$ cat config.mk
export PLATFORM = sky130hd
export DESIGN_NAME = serial_feeder_flat
export DESIGN_NICKNAME = d
export VERILOG_FILES = /design/src/rtl/serial_feeder_pkg.sv /design/src/rtl/serial_feeder_if.sv /design/src/rtl/serial_feeder_piso_reg.sv /design/src/rtl/serial_feeder.sv /design/src/flat_wrapper.sv
export SDC_FILE = /design/constraint.sdc
export NUM_CORES = 1
export LEC_CHECK = 0
export BUFFER_PORTS_ARGS = -buffer_cell sky130_fd_sc_hd__buf_2
export CAP_MARGIN = 20
export CORE_ASPECT_RATIO = 1.2
export CORE_MARGIN = 5
export CORE_UTILIZATION = 45
export DETAILED_ROUTE_END_ITERATION = 12
export GPL_TIMING_DRIVEN = 0
export PLACE_DENSITY = 0.76
export SYNTH_ARGS = -nofsm -noshare
export SYNTH_HDL_FRONTEND = slang
export SYNTH_HIERARCHICAL = 1
export SYNTH_SLANG_ARGS = --single-unit
$ cat constraint.sdc
create_clock -name CLK -period 3.86 [get_ports CLK]
set_input_delay 0.193 -clock CLK [delete_from_list [all_inputs] [get_ports CLK]]
set_output_delay 0.193 -clock CLK [all_outputs]
set_load 0.1 [all_outputs]
$ cat src/rtl/serial_feeder_pkg.sv
// Shared types and constants for the serial_feeder block.
// The state encoding is visible to the top and to any bench that needs it.
package serial_feeder_pkg;

  typedef enum logic {
    ST_IDLE  = 1'b0,
    ST_SHIFT = 1'b1
  } state_e;

  localparam int DEFAULT_WIDTH = 8;

  // Width of a down-counter that must represent 0..w inclusive.
  function automatic int bl_width(input int w);
    return $clog2(w + 1);
  endfunction

endpackage

$ cat src/rtl/serial_feeder_if.sv
// Word handshake plus serial output bundle between an upstream producer and serial_feeder.
// master = producer side, slave = serial_feeder side.
interface serial_feeder_if
  import serial_feeder_pkg::*;
#(
  parameter int WIDTH = DEFAULT_WIDTH
) ();

  logic                          load;
  logic [WIDTH-1:0]              data;
  logic                          hold;
  logic                          ready;
  logic                          x;
  logic                          valid;
  logic                          done;
  logic [bl_width(WIDTH)-1:0]    bits_left;

  modport master (
    output load, data, hold,
    input  ready, x, valid, done, bits_left
  );

  modport slave (
    input  load, data, hold,
    output ready, x, valid, done, bits_left
  );

endinterface

$ cat src/rtl/serial_feeder_piso_reg.sv
// Parallel-load shift register; serial_o always shows the bit that goes out next.
// Load wins over shift when both are asserted.
module piso_reg #(
  parameter int WIDTH     = 8,
  parameter bit MSB_FIRST = 1'b1
) (
  input  logic             clk_i,
  input  logic             srst_i,
  input  logic             load_i,
  input  logic             shift_i,
  input  logic [WIDTH-1:0] data_i,
  output logic             serial_o
);

  logic [WIDTH-1:0] sr_q;
  logic [WIDTH-1:0] sr_d;

  always_comb begin
    sr_d = sr_q;
    if (load_i) begin
      sr_d = data_i;
    end else if (shift_i) begin
      if (MSB_FIRST) begin
        sr_d = {sr_q[WIDTH-2:0], 1'b0};
      end else begin
        sr_d = {1'b0, sr_q[WIDTH-1:1]};
      end
    end
  end

  always_ff @(posedge clk_i) begin
    if (srst_i) begin
      sr_q <= '0;
    end else begin
      sr_q <= sr_d;
    end
  end

  assign serial_o = MSB_FIRST ? sr_q[WIDTH-1] : sr_q[0];

endmodule

$ cat src/rtl/serial_feeder.sv
// Parallel-in/serial-out front end driving the single-bit x input of the downstream controller.
// Two-state FSM with a bits_left counter; supports hold stalls and gapless back-to-back words.
module serial_feeder
  import serial_feeder_pkg::*;
#(
  parameter int WIDTH     = DEFAULT_WIDTH,
  parameter bit MSB_FIRST = 1'b1,
  parameter bit IDLE_BIT  = 1'b0
) (
  input  logic          CLK,
  input  logic          RESET,
  serial_feeder_if.slave bus
);

  localparam int BLW = bl_width(WIDTH);

  state_e           state_q, state_d;
  logic [BLW-1:0]   bits_left_q, bits_left_d;
  logic             valid_q, valid_d;
  logic             done_q, done_d;
  logic             ready;
  logic             accept;
  logic             last_bit;
  logic             sr_load;
  logic             sr_shift;
  logic             sr_serial;

  assign last_bit = (state_q == ST_SHIFT) && (bits_left_q == BLW'(1)) && !bus.hold;
  assign ready    = (state_q == ST_IDLE) || last_bit;
  assign accept   = bus.load && ready;

  always_comb begin
    state_d     = state_q;
    bits_left_d = bits_left_q;
    valid_d     = valid_q;
    done_d      = 1'b0;
    sr_load     = 1'b0;
    sr_shift    = 1'b0;
    if (accept) begin
      // A load on the final bit chains the next word with no idle gap.
      state_d     = ST_SHIFT;
      bits_left_d = BLW'(WIDTH);
      valid_d     = 1'b1;
      done_d      = last_bit;
      sr_load     = 1'b1;
    end else if (state_q == ST_SHIFT && !bus.hold) begin
      if (bits_left_q == BLW'(1)) begin
        state_d     = ST_IDLE;
        bits_left_d = '0;
        valid_d     = 1'b0;
        done_d      = 1'b1;
      end else begin
        bits_left_d = bits_left_q - BLW'(1);
        sr_shift    = 1'b1;
      end
    end
  end

  always_ff @(posedge CLK) begin
    if (RESET) begin
      state_q     <= ST_IDLE;
      bits_left_q <= '0;
      valid_q     <= 1'b0;
      done_q      <= 1'b0;
    end else begin
      state_q     <= state_d;
      bits_left_q <= bits_left_d;
      valid_q     <= valid_d;
      done_q      <= done_d;
    end
  end

  piso_reg #(
    .WIDTH     (WIDTH),
    .MSB_FIRST (MSB_FIRST)
  ) u_piso (
    .clk_i    (CLK),
    .srst_i   (RESET),
    .load_i   (sr_load),
    .shift_i  (sr_shift),
    .data_i   (bus.data),
    .serial_o (sr_serial)
  );

  assign bus.ready     = ready;
  assign bus.x         = valid_q ? sr_serial : IDLE_BIT;
  assign bus.valid     = valid_q;
  assign bus.done      = done_q;
  assign bus.bits_left = bits_left_q;

endmodule

$ cat src/flat_wrapper.sv
// flat-port wrapper written by rule: the top's interface ports become plain ports
module serial_feeder_flat import serial_feeder_pkg::*;
#(
  parameter int WIDTH     = DEFAULT_WIDTH,
  parameter bit MSB_FIRST = 1'b1,
  parameter bit IDLE_BIT  = 1'b0
)
  (CLK, RESET, bus_load, bus_data, bus_hold, bus_ready, bus_x, bus_valid, bus_done, bus_bits_left);
  serial_feeder_if #(.WIDTH(WIDTH)) bus_i ();
  input  logic CLK;
  input  logic RESET;
  input wire logic [$bits(bus_i.load)-1:0] bus_load;
  input wire logic [$bits(bus_i.data)-1:0] bus_data;
  input wire logic [$bits(bus_i.hold)-1:0] bus_hold;
  output wire logic [$bits(bus_i.ready)-1:0] bus_ready;
  output wire logic [$bits(bus_i.x)-1:0] bus_x;
  output wire logic [$bits(bus_i.valid)-1:0] bus_valid;
  output wire logic [$bits(bus_i.done)-1:0] bus_done;
  output wire logic [$bits(bus_i.bits_left)-1:0] bus_bits_left;
  assign bus_i.load = bus_load;
  assign bus_i.data = bus_data;
  assign bus_i.hold = bus_hold;
  assign bus_ready = bus_i.ready;
  assign bus_x = bus_i.x;
  assign bus_valid = bus_i.valid;
  assign bus_done = bus_i.done;
  assign bus_bits_left = bus_i.bits_left;
  serial_feeder #(.WIDTH(WIDTH), .MSB_FIRST(MSB_FIRST), .IDLE_BIT(IDLE_BIT)) u_core (.CLK(CLK), .RESET(RESET), .bus(bus_i));
endmodule
==> flow_summary.json <==
{
  "status": "complete, no violations",
  "fin_cells": 113,
  "core_sq_um": 1480,
  "die-width_um": 46.5,
  "die_area_sq_um": 2510,
  "syn_area_per_cell_sq_um": 9.74,
  "slew_viol_final": 0,
  "netlist_top_cells_area": "dfxtp_1 39%, mux2i_1 9.7%, a211oi_1 7.3%",
  "grt_pass1_wl_mm": 2.39,
  "worstPathArrival_ns": 2.39,
  "finalCriticalPeriod_ns": 2.20,
  "start_kind": "flip-flop",
  "synth_seq_cells": 14,
  "cts_sinks": 14,
  "ctsHoldBuffers": 0,
  "clk-insertion-delay-late_ns": 0.27,
  "finalCritPeriodShare_pct": 56.9,
  "start_util_pct": 48.6,
  "cts_buffers": 3,
  "initialDrtViolationCount": 10,
  "synth_cell_types": 30,
  "finClkSkew_ns": 0.00275,
  "p_per_area_nw_per_um2": 386,
  "crit_start": "u_core/bus.bits_left[0]$_SDFFE_PP0P_",
  "h-tree-depth": 1,
  "cts_tree": "done",
  "synthArstFlopShare_pct": 0,
  "fin_ws_ns": 1.66,
  "ctsResizeCount": 0,
  "drt_wl_total_mm": 1.40,
  "crit_path_end": "u_core/u_piso/sr_q[3]$_SDFFE_PP0P_",
  "ys.flop_type": "dfxtp_1",
  "vias": 594,
  "diodes": 0,
  "viasPerCell": 5.26,
  "relSlewSlack_pct": 67.8,
  "holdWs_ns": 0.162,
  "hold_path_startpoint": "bus_data[0]",
  "die_h_um": 53.8,
  "p_total_mw": 0.332,
  "hold_viol": 0,
  "rr_startpoint": "u_core/bus.bits_left[0]$_SDFFE_PP0P_",
  "ant_nets": 0,
  "rsz0062_at_grt": "no",
  "root_buffer": "clkbuf_4",
  "fin_area_sq_um": 860,
  "yosys.area.top_type_share_pct": 38.9,
  "pre_cts_ws_ns": 1.65,
  "grt_max_degree": 13,
  "layout-drive-gt1-share_pct": 33.3,
  "ys.warnings.count": 6,
  "yosys.area.top_type": "dfxtp_1",
  "port_buffers": 19,
  "p_leak_nw": 0.356,
  "clock.fmax_mhz": 455,
  "area_growth_pct": 19.3,
  "synth_edf_count": 0,
  "drc": 0,
  "ff2ff_path_depth": 5,
  "ir_worst_vdd_uv": 167,
  "required_ns": 4.05,
  "grt_pass1_vias": 586,
  "overflow": 0,
  "place_area_sq_um": 837,
  "synth_common_cells": "14 x dfxtp_1, 7 x a211oi_1, 7 x mux2i_1, 7 x nor2b_1, 4 x a21oi_1",
  "hp-class": "input pin to flip-flop",
  "synth_area_sq_um": 721,
  "track_usage_pct": 13.3,
  "firstDrtPassIters": 4,
  "cap_violations": 0,
  "syn_nets": 88,
  "timing.rr.end": "u_core/u_piso/sr_q[3]$_SDFFE_PP0P_",
  "io_pins": 20,
  "final.setup.tns_ns": 0,
  "wl_per_cell_um": 12.4,
  "critPathMaxFanout": 12,
  "critical_path_class": "flip-flop to flip-flop",
  "cts_buffer_depth": 2,
  "gp_congestion": 0.700,
  "post-place-cells": 110,
  "synthMostInstantiatedCell": "dfxtp_1",
  "path_clk_slew_ns": 0.08,
  "nNetsFinal": 112,
  "worst_pin_slew_ns": 0.486,
  "final_core_util_pct": 58.0,
  "ff2ff_setup_slack_ns": 1.66,
  "rows": 15,
  "synth-seq-area-share_pct": 38.9,
  "crit_path_end_kind": "flip-flop",
  "finalSetupViolCount": 0,
  "cts_setup_buffers": 0,
  "antenna_found_initial": 0,
  "syn_inst": 74,
  "detailed_place_hpwl_mm": 1.04
}
cells in the final DEF, fill, tap and decap left out, drive strengths merged, types with 3 or more instances in the layout:
| cell type | synthesis | layout |
|---|---|---|
| clkbuf | 0 | 3 |
| a211oi | 8 | 8 |
| a21oi | 4 | 4 |
| nor2 | 3 | 3 |
| buf | 1 | 20 |
| nor2b | 7 | 7 |
| inv | 4 | 4 |
| mux2i | 7 | 7 |
| dfxtp | 14 | 14 |
cell type report:
| class | count | area (sq um) |
|---|---|---|
| clock buffers | 3 | 22.5 |
| repair buffers | 19 | 95.1 |
| multi-input cells | 54 | 404 |
| fillers | 131 | 623 |
| well taps | 17 | 21.3 |
| inverters | 4 | 15.0 |
| flip-flops and latches | 14 | 280 |
| plain buffers | 2 | 21.3 |
sequential cells by signal (all words and copies together) (netlist names):
| name | count |
|---|---|
| u_core/bus.bits_left | 4 |
| u_core/bus.valid | 1 |
| u_core/u_piso/sr_q | 8 |
| u_core/bus.done | 1 |
where the power goes:
part | total, mW | internal (mW) | switching [mW]
combinational | 0.0879 | 0.0285 | 0.0594
sequential | 0.164 | 0.155 | 0.00868
clock | 0.0803 | 0.0361 | 0.0442
total | 0.332 | 0.219 | 0.112
cells by family (layout without fill, tap and decap cells):
group                    Yosys count  count (layout)  share of synthesized area [%]
AO/OA/AOI/OAI                     18              18                           18.2
adder cells (fa/ha/maj)            2               2                           3.47
buffers and inverters              6              28                           5.03
flip-flops                        14              14                           38.9
multiplexers                       7               7                           9.72
AND/OR/NAND/NOR                   27              27                           24.7
worst min-delay path by stage:
stage,slack (ns),end,cells past startpoint
after global routing,0.16,u_core/u_piso/sr_q[0]$_SDFFE_PP0P_,3
final,0.16,u_core/u_piso/sr_q[0]$_SDFFE_PP0P_,3
after floorplan,0.26,u_core/bus.bits_left[0]$_SDFFE_PP0P_,1
after global placement,0.45,u_core/bus.valid$_SDFFE_PP0P_,3
after detailed placement,0.46,u_core/bus.valid$_SDFFE_PP0P_,3
after CTS,0.16,u_core/u_piso/sr_q[0]$_SDFFE_PP0P_,3
worst max-delay path, cell delays in order, from the launching register on:
cell	delay, ns
dfxtp_1	0.42
ha_1	0.28
or4b_4	0.51
a21boi_2	0.41
inv_1	0.24
a211oi_1	0.24
metal layers:
layer,vias to the layer above,track usage (%),share of wire [%]
li1,315,-,-
met1,267,15.4,45
met2,10,21.3,49
met3,2,4.01,5.4
met4,0,7.58,0.86
met5,-,0,0
Power figures use the tool's default switching activity.
